**src/rtl/reg_writeback_ctrl.sv**
```systemverilog
// Write-side initiator for the register bank: arbitrates ALU/load results into an in-order
// queue drained one write per cycle. Define REG_WB_FWD_EN to enable the forwarding outputs.
module reg_writeback_ctrl #(
  parameter int DIR_WIDTH  = 5,
  parameter int DATA_WIDTH = 32,
  parameter int FIFO_DEPTH = 4
) (
  input  logic                          clk,
  input  logic                          rst,
  input  logic                          alu_valid,
  output logic                          alu_ready,
  input  logic [DIR_WIDTH-1:0]          alu_dir,
  input  logic [DATA_WIDTH-1:0]         alu_data,
  input  logic                          ld_valid,
  output logic                          ld_ready,
  input  logic [DIR_WIDTH-1:0]          ld_dir,
  input  logic [DATA_WIDTH-1:0]         ld_data,
  output logic                          write_en,
  output logic [DIR_WIDTH-1:0]          write_dir,
  output logic [DATA_WIDTH-1:0]         write_data,
  input  logic [DIR_WIDTH-1:0]          chk_dir1,
  input  logic [DIR_WIDTH-1:0]          chk_dir2,
  output logic                          chk_pending1,
  output logic                          chk_pending2,
  output logic                          fwd_hit1,
  output logic                          fwd_hit2,
  output logic [DATA_WIDTH-1:0]         fwd_data1,
  output logic [DATA_WIDTH-1:0]         fwd_data2,
  output logic [$clog2(FIFO_DEPTH):0]   occupancy
);
  localparam int PTR_W = $clog2(FIFO_DEPTH);
  localparam int OCC_W = PTR_W + 1;
  localparam logic [OCC_W-1:0]     FULL_OCC = OCC_W'(FIFO_DEPTH);
  localparam logic [OCC_W-1:0]     ZERO_OCC = {OCC_W{1'b0}};
  localparam logic [DIR_WIDTH-1:0] ZERO_DIR = {DIR_WIDTH{1'b0}};

  logic [DIR_WIDTH-1:0]  dir_mem_r  [FIFO_DEPTH];
  logic [DATA_WIDTH-1:0] data_mem_r [FIFO_DEPTH];
  logic [PTR_W-1:0]      rd_ptr_r;
  logic [PTR_W-1:0]      wr_ptr_r;
  logic [OCC_W-1:0]      occ_r;
  logic                  favour_alu_r;

  logic                  full_s;
  logic                  alu_fire_s;
  logic                  ld_fire_s;
  logic                  push_s;
  logic                  pop_s;
  logic [DIR_WIDTH-1:0]  push_dir_s;
  logic [DATA_WIDTH-1:0] push_data_s;
  logic [DIR_WIDTH-1:0]  age_dir_s   [FIFO_DEPTH];
  logic                  age_valid_s [FIFO_DEPTH];
  logic                  match1_s;
  logic                  match2_s;

  assign occupancy = occ_r;

  // Round-robin arbitration on registered occupancy; dir 0 results complete without enqueueing.
  always_comb begin
    full_s     = (occ_r == FULL_OCC);
    alu_ready  = !full_s && (!ld_valid || favour_alu_r);
    ld_ready   = !full_s && (!alu_valid || !favour_alu_r);
    alu_fire_s = alu_valid && alu_ready;
    ld_fire_s  = ld_valid && ld_ready;
    if (alu_fire_s) begin
      push_dir_s  = alu_dir;
      push_data_s = alu_data;
    end else begin
      push_dir_s  = ld_dir;
      push_data_s = ld_data;
    end
    push_s = (alu_fire_s || ld_fire_s) && (push_dir_s != ZERO_DIR);
    pop_s  = (occ_r != ZERO_OCC);
  end

  // Queue storage; slots beyond occupancy are don't-care, so no reset is needed.
  always_ff @(posedge clk) begin
    if (push_s) begin
      dir_mem_r[wr_ptr_r]  <= push_dir_s;
      data_mem_r[wr_ptr_r] <= push_data_s;
    end
  end

  // Pointers, occupancy, arbitration pointer and the bank write register.
  always_ff @(posedge clk) begin
    if (rst) begin
      rd_ptr_r     <= {PTR_W{1'b0}};
      wr_ptr_r     <= {PTR_W{1'b0}};
      occ_r        <= ZERO_OCC;
      favour_alu_r <= 1'b0;
      write_en     <= 1'b0;
      write_dir    <= ZERO_DIR;
      write_data   <= {DATA_WIDTH{1'b0}};
    end else begin
      if (alu_fire_s || ld_fire_s) begin
        favour_alu_r <= !favour_alu_r;
      end
      if (push_s) begin
        wr_ptr_r <= wr_ptr_r + {{(PTR_W-1){1'b0}}, 1'b1};
      end
      if (pop_s) begin
        rd_ptr_r   <= rd_ptr_r + {{(PTR_W-1){1'b0}}, 1'b1};
        write_en   <= 1'b1;
        write_dir  <= dir_mem_r[rd_ptr_r];
        write_data <= data_mem_r[rd_ptr_r];
      end else begin
        write_en <= 1'b0;
      end
      case ({push_s, pop_s})
        2'b10:   occ_r <= occ_r + {{(OCC_W-1){1'b0}}, 1'b1};
        2'b01:   occ_r <= occ_r - {{(OCC_W-1){1'b0}}, 1'b1};
        default: occ_r <= occ_r;
      endcase
    end
  end

  // Queue contents in age order: index 0 is the oldest entry (next to drain).
  always_comb begin
    for (int k = 0; k < FIFO_DEPTH; k++) begin
      age_dir_s[k]   = dir_mem_r[rd_ptr_r + PTR_W'(k)];
      age_valid_s[k] = (OCC_W'(k) < occ_r);
    end
  end

  // Hazard query: queued entries plus the write currently presented to the bank.
  always_comb begin
    match1_s = write_en && (write_dir == chk_dir1);
    match2_s = write_en && (write_dir == chk_dir2);
    for (int k = 0; k < FIFO_DEPTH; k++) begin
      match1_s = match1_s | (age_valid_s[k] && (age_dir_s[k] == chk_dir1));
      match2_s = match2_s | (age_valid_s[k] && (age_dir_s[k] == chk_dir2));
    end
    chk_pending1 = match1_s && (chk_dir1 != ZERO_DIR);
    chk_pending2 = match2_s && (chk_dir2 != ZERO_DIR);
  end

`ifdef REG_WB_FWD_EN
  logic [DATA_WIDTH-1:0] fwd_sel1_s;
  logic [DATA_WIDTH-1:0] fwd_sel2_s;

  // Youngest match wins: scan from the output register through the queue oldest-to-youngest.
  always_comb begin
    fwd_sel1_s = write_data;
    fwd_sel2_s = write_data;
    for (int k = 0; k < FIFO_DEPTH; k++) begin
      fwd_sel1_s = (age_valid_s[k] && (age_dir_s[k] == chk_dir1)) ?
                   data_mem_r[rd_ptr_r + PTR_W'(k)] : fwd_sel1_s;
      fwd_sel2_s = (age_valid_s[k] && (age_dir_s[k] == chk_dir2)) ?
                   data_mem_r[rd_ptr_r + PTR_W'(k)] : fwd_sel2_s;
    end
    fwd_hit1  = chk_pending1;
    fwd_hit2  = chk_pending2;
    fwd_data1 = chk_pending1 ? fwd_sel1_s : {DATA_WIDTH{1'b0}};
    fwd_data2 = chk_pending2 ? fwd_sel2_s : {DATA_WIDTH{1'b0}};
  end
`else
  assign fwd_hit1  = 1'b0;
  assign fwd_hit2  = 1'b0;
  assign fwd_data1 = {DATA_WIDTH{1'b0}};
  assign fwd_data2 = {DATA_WIDTH{1'b0}};
`endif

endmodule

```
**config.mk**
```make
export PLATFORM = sky130hd
export DESIGN_NAME = reg_writeback_ctrl
export DESIGN_NICKNAME = d
export VERILOG_FILES = /design/src/rtl/reg_writeback_ctrl.sv
export SDC_FILE = /design/constraint.sdc
export NUM_CORES = 1
export LEC_CHECK = 0
export CORE_UTILIZATION = 64
export DETAILED_ROUTE_END_ITERATION = 8
export DONT_BUFFER_PORTS = 1
export GPL_ROUTABILITY_DRIVEN = 0
export PLACE_DENSITY = 0.87
export SYNTH_ARGS = -nofsm -noshare
export SYNTH_HDL_FRONTEND = slang
export SYNTH_SLANG_ARGS = --single-unit
```
**constraint.sdc**
```tcl
create_clock -name clk -period 4 [get_ports clk]
set_clock_uncertainty 0.15 [all_clocks]
set_input_delay 0.4 -clock clk [delete_from_list [all_inputs] [get_ports clk]]
set_output_delay 0.4 -clock clk [all_outputs]
set_load 0.05 [all_outputs]
```
Word level (Yosys, flattened, before mapping). Memory sizes are Yosys's and may differ from the RTL's. A register that Yosys moved wholly into a read port is not among the register bits. Index checks and enable logic that the tools add are counted.

Flip-flop bits (word level): 14. Bits in writable memories: 148. Output and inout bits: 111. Logic and storage cells: 76. Memories: 2.

Add/sub/neg operators: 6. Order comparisons: 4. Equality and inequality tests: 13. Multiplexer cells: 8. Bitwise logic cells: 8. Reduce and logical (&&, ||, !) cells: 29.

Memory list: data_mem_r (words 4, bits a word 32, read ports 1, clocked after Yosys merged registers in 1, write ports 1, line 38) `logic [DATA_WIDTH-1:0] data_mem_r [FIFO_DEPTH];`; dir_mem_r (words 4, bits a word 5, read ports 4, clocked after Yosys merged registers in 1, write ports 1, line 37) `logic [DIR_WIDTH-1:0] dir_mem_r [FIFO_DEPTH];`.

Operator list (count): $eq 5x5->1 (10); $mux 32 (1); $logic_and 1x1->1 (17); $reduce_bool 5->1 (3); $or 1x1->1 (8); $lt 1x3->1 const A (2); $lt 2x3->1 const A (2); $pmux 3 s2 (1); $mux 5 (1); $add 2x1->2 const B (2); $add 2x2->2 const B (2); $logic_not 1->1 (4); $mux 2 (2); $add 3x1->3 const B (1); $eq 3x3->1 const B (1); $logic_or 1x1->1 (3); $mux 1 (3); $reduce_bool 3->1 (1); $sub 3x1->3 const B (1); $eq 2x1->1 const B (1); $eq 2x2->1 const B (1); $reduce_bool 2->1 (1).

Depth between registers and ports, before layout.
Depth in word-level cells: 9. Gate-level depth with buffers: 10. Mapped depth without buffers: 10.

Least setup slack after synthesis. Ideal clock, no wire load.

Path type: register to register. From: register occ_r[0], in the netlist occupancy[0]. To: memory data_mem_r[0][0], enable pin. Setup time: 0.431 ns. Arrival time: 3.376 ns. Required time: 3.419 ns. Setup slack: 0.043 ns. Stages on the path, launching flop included: 8. Buffers on the path: 0. Clock period less this slack: 3.957 ns. Cells stage by stage: dfxtp_1 -> inv_1 -> ha_1 -> nand2_2 -> nand3_4 -> o2111ai_1 -> o41ai_4 -> nor2_1.

Cells in the longest elaborated chain, start to end: 9.

Ends and longest elaborated chain: start: declaration (line 41) `logic [OCC_W-1:0] occ_r;`; start signal: assignment (line 110) `2'b10: occ_r <= occ_r + {{(OCC_W-1){1'b0}}, 1'b1};`; start signal: assignment (line 111) `2'b01: occ_r <= occ_r - {{(OCC_W-1){1'b0}}, 1'b1};`; start signal: assignment (line 112) `default: occ_r <= occ_r;`; $eq 3x3->1 (*) (line 60) `full_s = (occ_r == FULL_OCC);`; $logic_not 1->1 (*) (line 61, 62); $logic_and 1x1->1 (line 61) `alu_ready = !full_s && (!ld_valid || favour_alu_r);`; $logic_and 1x1->1 (line 63) `alu_fire_s = alu_valid && alu_ready;`; $mux 5 (line 65) `if (alu_fire_s) begin`; $reduce_bool 5->1 (line 72) `push_s = (alu_fire_s || ld_fire_s) && (push_dir_s != ZERO_DIR);`; $logic_and 1x1->1 (*) (line 72); $mux 1 (*) (line 78) `if (push_s) begin`; $mux 1 (implied by the code) (*) (line 80) `data_mem_r[wr_ptr_r] <= push_data_s;`; end: declaration (line 38).

Mark *: on every way between the ends. The rest lies on a longest branch, timed or not.

Worst setup path in the final report.
From: register occ_r[1], in the netlist occupancy[1]. To: register occ_r[2], in the netlist occupancy[2].

Cells in the longest elaborated chain, start to end: 9.

Ends and longest elaborated chain: $eq 3x3->1 (line 60); $logic_not 1->1 (line 61, 62); $logic_and 1x1->1 (line 61); $logic_and 1x1->1 (line 63); $mux 5 (line 65); $reduce_bool 5->1 (line 72); $logic_and 1x1->1 (line 72); $eq 2x1->1 or $eq 2x2->1 (tied branches) (line 109) `case ({push_s, pop_s})`; $pmux 3 s2 or $reduce_bool 2->1 (tied branches).

Several ways; a longest one is shown, not always the timed one. A chain may end at the register's enable or synchronous reset.

==> metrics <==
outcome=complete, no violations; GR met2 Demand/Resource=44.4%; # rows=43; crit path cell chain=inv_1, ha_1, and2_0, o31ai_1, o2111ai_1, o41ai_4, ha_1, or3_1, a21oi_1; Setup Buffers After CTS=0; Die ar.=14800 sq um; fraction of synthesized area in multiplexers=17.4%; vias post-DR=5020; Max Fanout on Critical Path=7; final-report hold violation count=0; max incr delay on CP=0.72 ns; Synth area leader=edfxtp_1; global-route wire length before repair=27100 um; maximum clock frequency=283 MHz; critical path class=reg2reg; Yosys warning count=0; Max-slew headroom=17.9%; VDD IR max=478 uV; worst-case clock buffer depth=2; sw frac=40.0%; clk_lat worst skew=0.43 ns; Clock power frac=21.2%; post-synthesis sequential area ratio=59.1%; Residual DRC=0; WHS=0.0840 ns; number of port buffers=0; Async S/R FF share, synth=0%; Slew @ Worst Pin=1.23 ns; vias in the first global route=5100; drt first pass iters=5; critical path's slowest cell=o41ai_4; Yosys top cell area share=48.6%; GRT Total Usage=25.7%; grt ovf=0; Initial Util=65.6%; drt total wl=18100 um; placed instance area=9090 sq um; cell-internal power=4.67 mW; number of synthesized flops with an enable pin=148; Mapped Cells=643; worst min path class=in2reg; Wirelength per Cell=21.9 um; Nets=732; RSZ-0062 raised after global routing=false; Setup TNS=0 ns; CP Capture Type=flip-flop; simple-gate share of the synthesized area=5.95%; die width=122 um; Worst-path clk slew=0.07 ns; CP Launch Type=flip-flop; main combinational cell family by area after synthesis=multiplexers; core area=13900 sq um; Synth Area in Adders=1.23%; Static Leak=3.33 nW; initial antenna violation count=0; synthesized area per cell=14.2 sq um; Worst path top cell family by delay=compound AO/OA/AOI/OAI gates; Psw=3.11 mW; Num CTS Buffers=17; fin crit period=3.53 ns; final setup fails=0; Power Density=803 nW/um^2; M1 GR Usage=30.2%; Compound-Gate Fraction of Synth Area=3.34%; Final Max Tran Viols=0; fin crit share=88.3%; #FFs+latches synth=196; Tot Pwr=7.77 mW; post-DP HPWL=11500 um; busiest grt layer=met2; largest net degree at the start of global routing=48; CTS Sinks=196; area grow syn2layout=5.88%; CTS tree=yes; fin area=9680 sq um; Synth cell types=36; Buf/Inv on CP=1; chip height=122 um; Final ANT Viol Nets=0; layout cells sized above 1=21.6%; Initial DRC Count=370; CTS Root Cell=clkbuf_16; Worst Path Required=4.21 ns; post-synthesis xor/xnor area fraction=5.36%; Seq pwr share=47.7%; # IOs=199; Post-synth top flop=edfxtp_1; Worst Path Arrival=3.74 ns; top post-synthesis cells by area=edfxtp_1 (49%), mux4_2 (13%), dfxtp_1 (11%); max-cap violations=0; met3 GRT Util=6.18%; H-tree Lvls=4; Via density=6.06; mapped cell area=9150 sq um; antenna cells=0; combinational share of power=31.1%; Critical Path Most Common Cell=ha_1
## repair_timing
item	in CTS	in global routing
endpoints found under the setup margin	0	0
resized for setup	0	0
hold buffers	1	0
hold endpoints to repair	48	0
## power by group through the flow
stage	sequential, mW	clock [mW]	combinational [mW]
floorplan	3.65	0	1.94
global placement	3.70	0	2.29
detailed placement	3.75	0	2.39
CTS	3.72	1.66	2.42
global route	3.77	1.73	2.59
finish	3.71	1.65	2.42
## worst reg2reg max path: stages, from the launching register on
cell	delay [ns]
dfxtp_1	0.35
inv_1	0.10
ha_1	0.24
and2_0	0.26
o31ai_1	0.45
o2111ai_1	0.25
o41ai_4	0.72
ha_1	0.43
or3_1	0.37
a21oi_1	0.15
## logic make-up (layout without fill, tap and decap cells)
family,after synthesis,after routing
mux,89,89
flops,196,196
compound gates,53,53
xor+xnor,56,56
other cells,1,66
fa+ha+maj,9,9
buf+inv,115,55
simple gates,124,124
## metrics by stage
stage / util (%) / worst slack [ns] / std cells
after floorplan: - / 0.0427 / 708
after global placement: 65.2 / 0.741 / 795
after detailed placement: 65.2 / 0.558 / 795
after CTS: 69.5 / 0.508 / 828
after global routing: 69.5 / 0.341 / 828
final: 69.5 / 0.467 / 828
## area by class of cell
class | count | area, sq um
timing repair buffer | 12 | 103
inverter | 11 | 41.3
clock inverter | 12 | 116
sequential | 196 | 5410
tap | 180 | 225
fill | 877 | 4250
clock buffer | 20 | 458
multi-input combinational | 397 | 3330
## metal layers
layer,share of wire [%],wire length (um),up-vias
met2,53,9670,274
met1,37,6670,2506
met4,2.8,504,0
met5,0,0,-
li1,-,-,2198
met3,7.0,1260,42
## Yosys cell counts (2+ instances only)
| library cell | instances |
|---|---|
| mux4_2 | 52 |
| nor4_1 | 4 |
| edfxtp_1 | 148 |
| a31oi_1 | 2 |
| o21ai_0 | 2 |
| buf_2 | 10 |
| mux2_4 | 2 |
| inv_1 | 11 |
| a21oi_1 | 43 |
| buf_4 | 66 |
| nor3_1 | 8 |
| ha_1 | 9 |
| or4_1 | 2 |
| xor2_1 | 25 |
| mux2i_1 | 2 |
| mux2_2 | 33 |
| dfxtp_1 | 48 |
| buf_1 | 7 |
| clkbuf_1 | 21 |
| nand4_1 | 7 |
| nand2_1 | 76 |
| nor2b_1 | 2 |
| nor2_1 | 19 |
| o31ai_1 | 2 |
| xnor2_1 | 31 |
## path summary, 6_finish.rpt
path / startpoint / end / slack (ns) / cells past startpoint
worst max-delay path: occupancy[1] / occupancy[2] / 0.47 / 9
worst min-delay path: alu_data[8] / data_mem_r[0][8] / 0.08 / 1
worst min register to register: wr_ptr_r[1] / wr_ptr_r[1] / 0.43 / 2
worst max register to register: occupancy[1] / occupancy[2] / 0.47 / 9
## state kept, by name (all words and copies together) (netlist names), named ones only
signal	cells
wr_ptr_r	2
write_dir	5
write_en	1
write_data	32
data_mem_r	128
rd_ptr_r	2
favour_alu_r	1
occupancy	3
dir_mem_r	20
## cells in the final DEF (no fill, tap or decap), types with 18 or more instances in the layout
| cell | n |
|---|---|
| edfxtp_1 | 148 |
| xor2_1 | 25 |
| dfxtp_1 | 46 |
| xnor2_1 | 31 |
| conb_1 | 66 |
| mux4_2 | 52 |
| clkbuf_16 | 18 |
| nand2_1 | 76 |
| a21oi_1 | 43 |
| mux2_2 | 33 |
(Power assumes the default switching activity.)
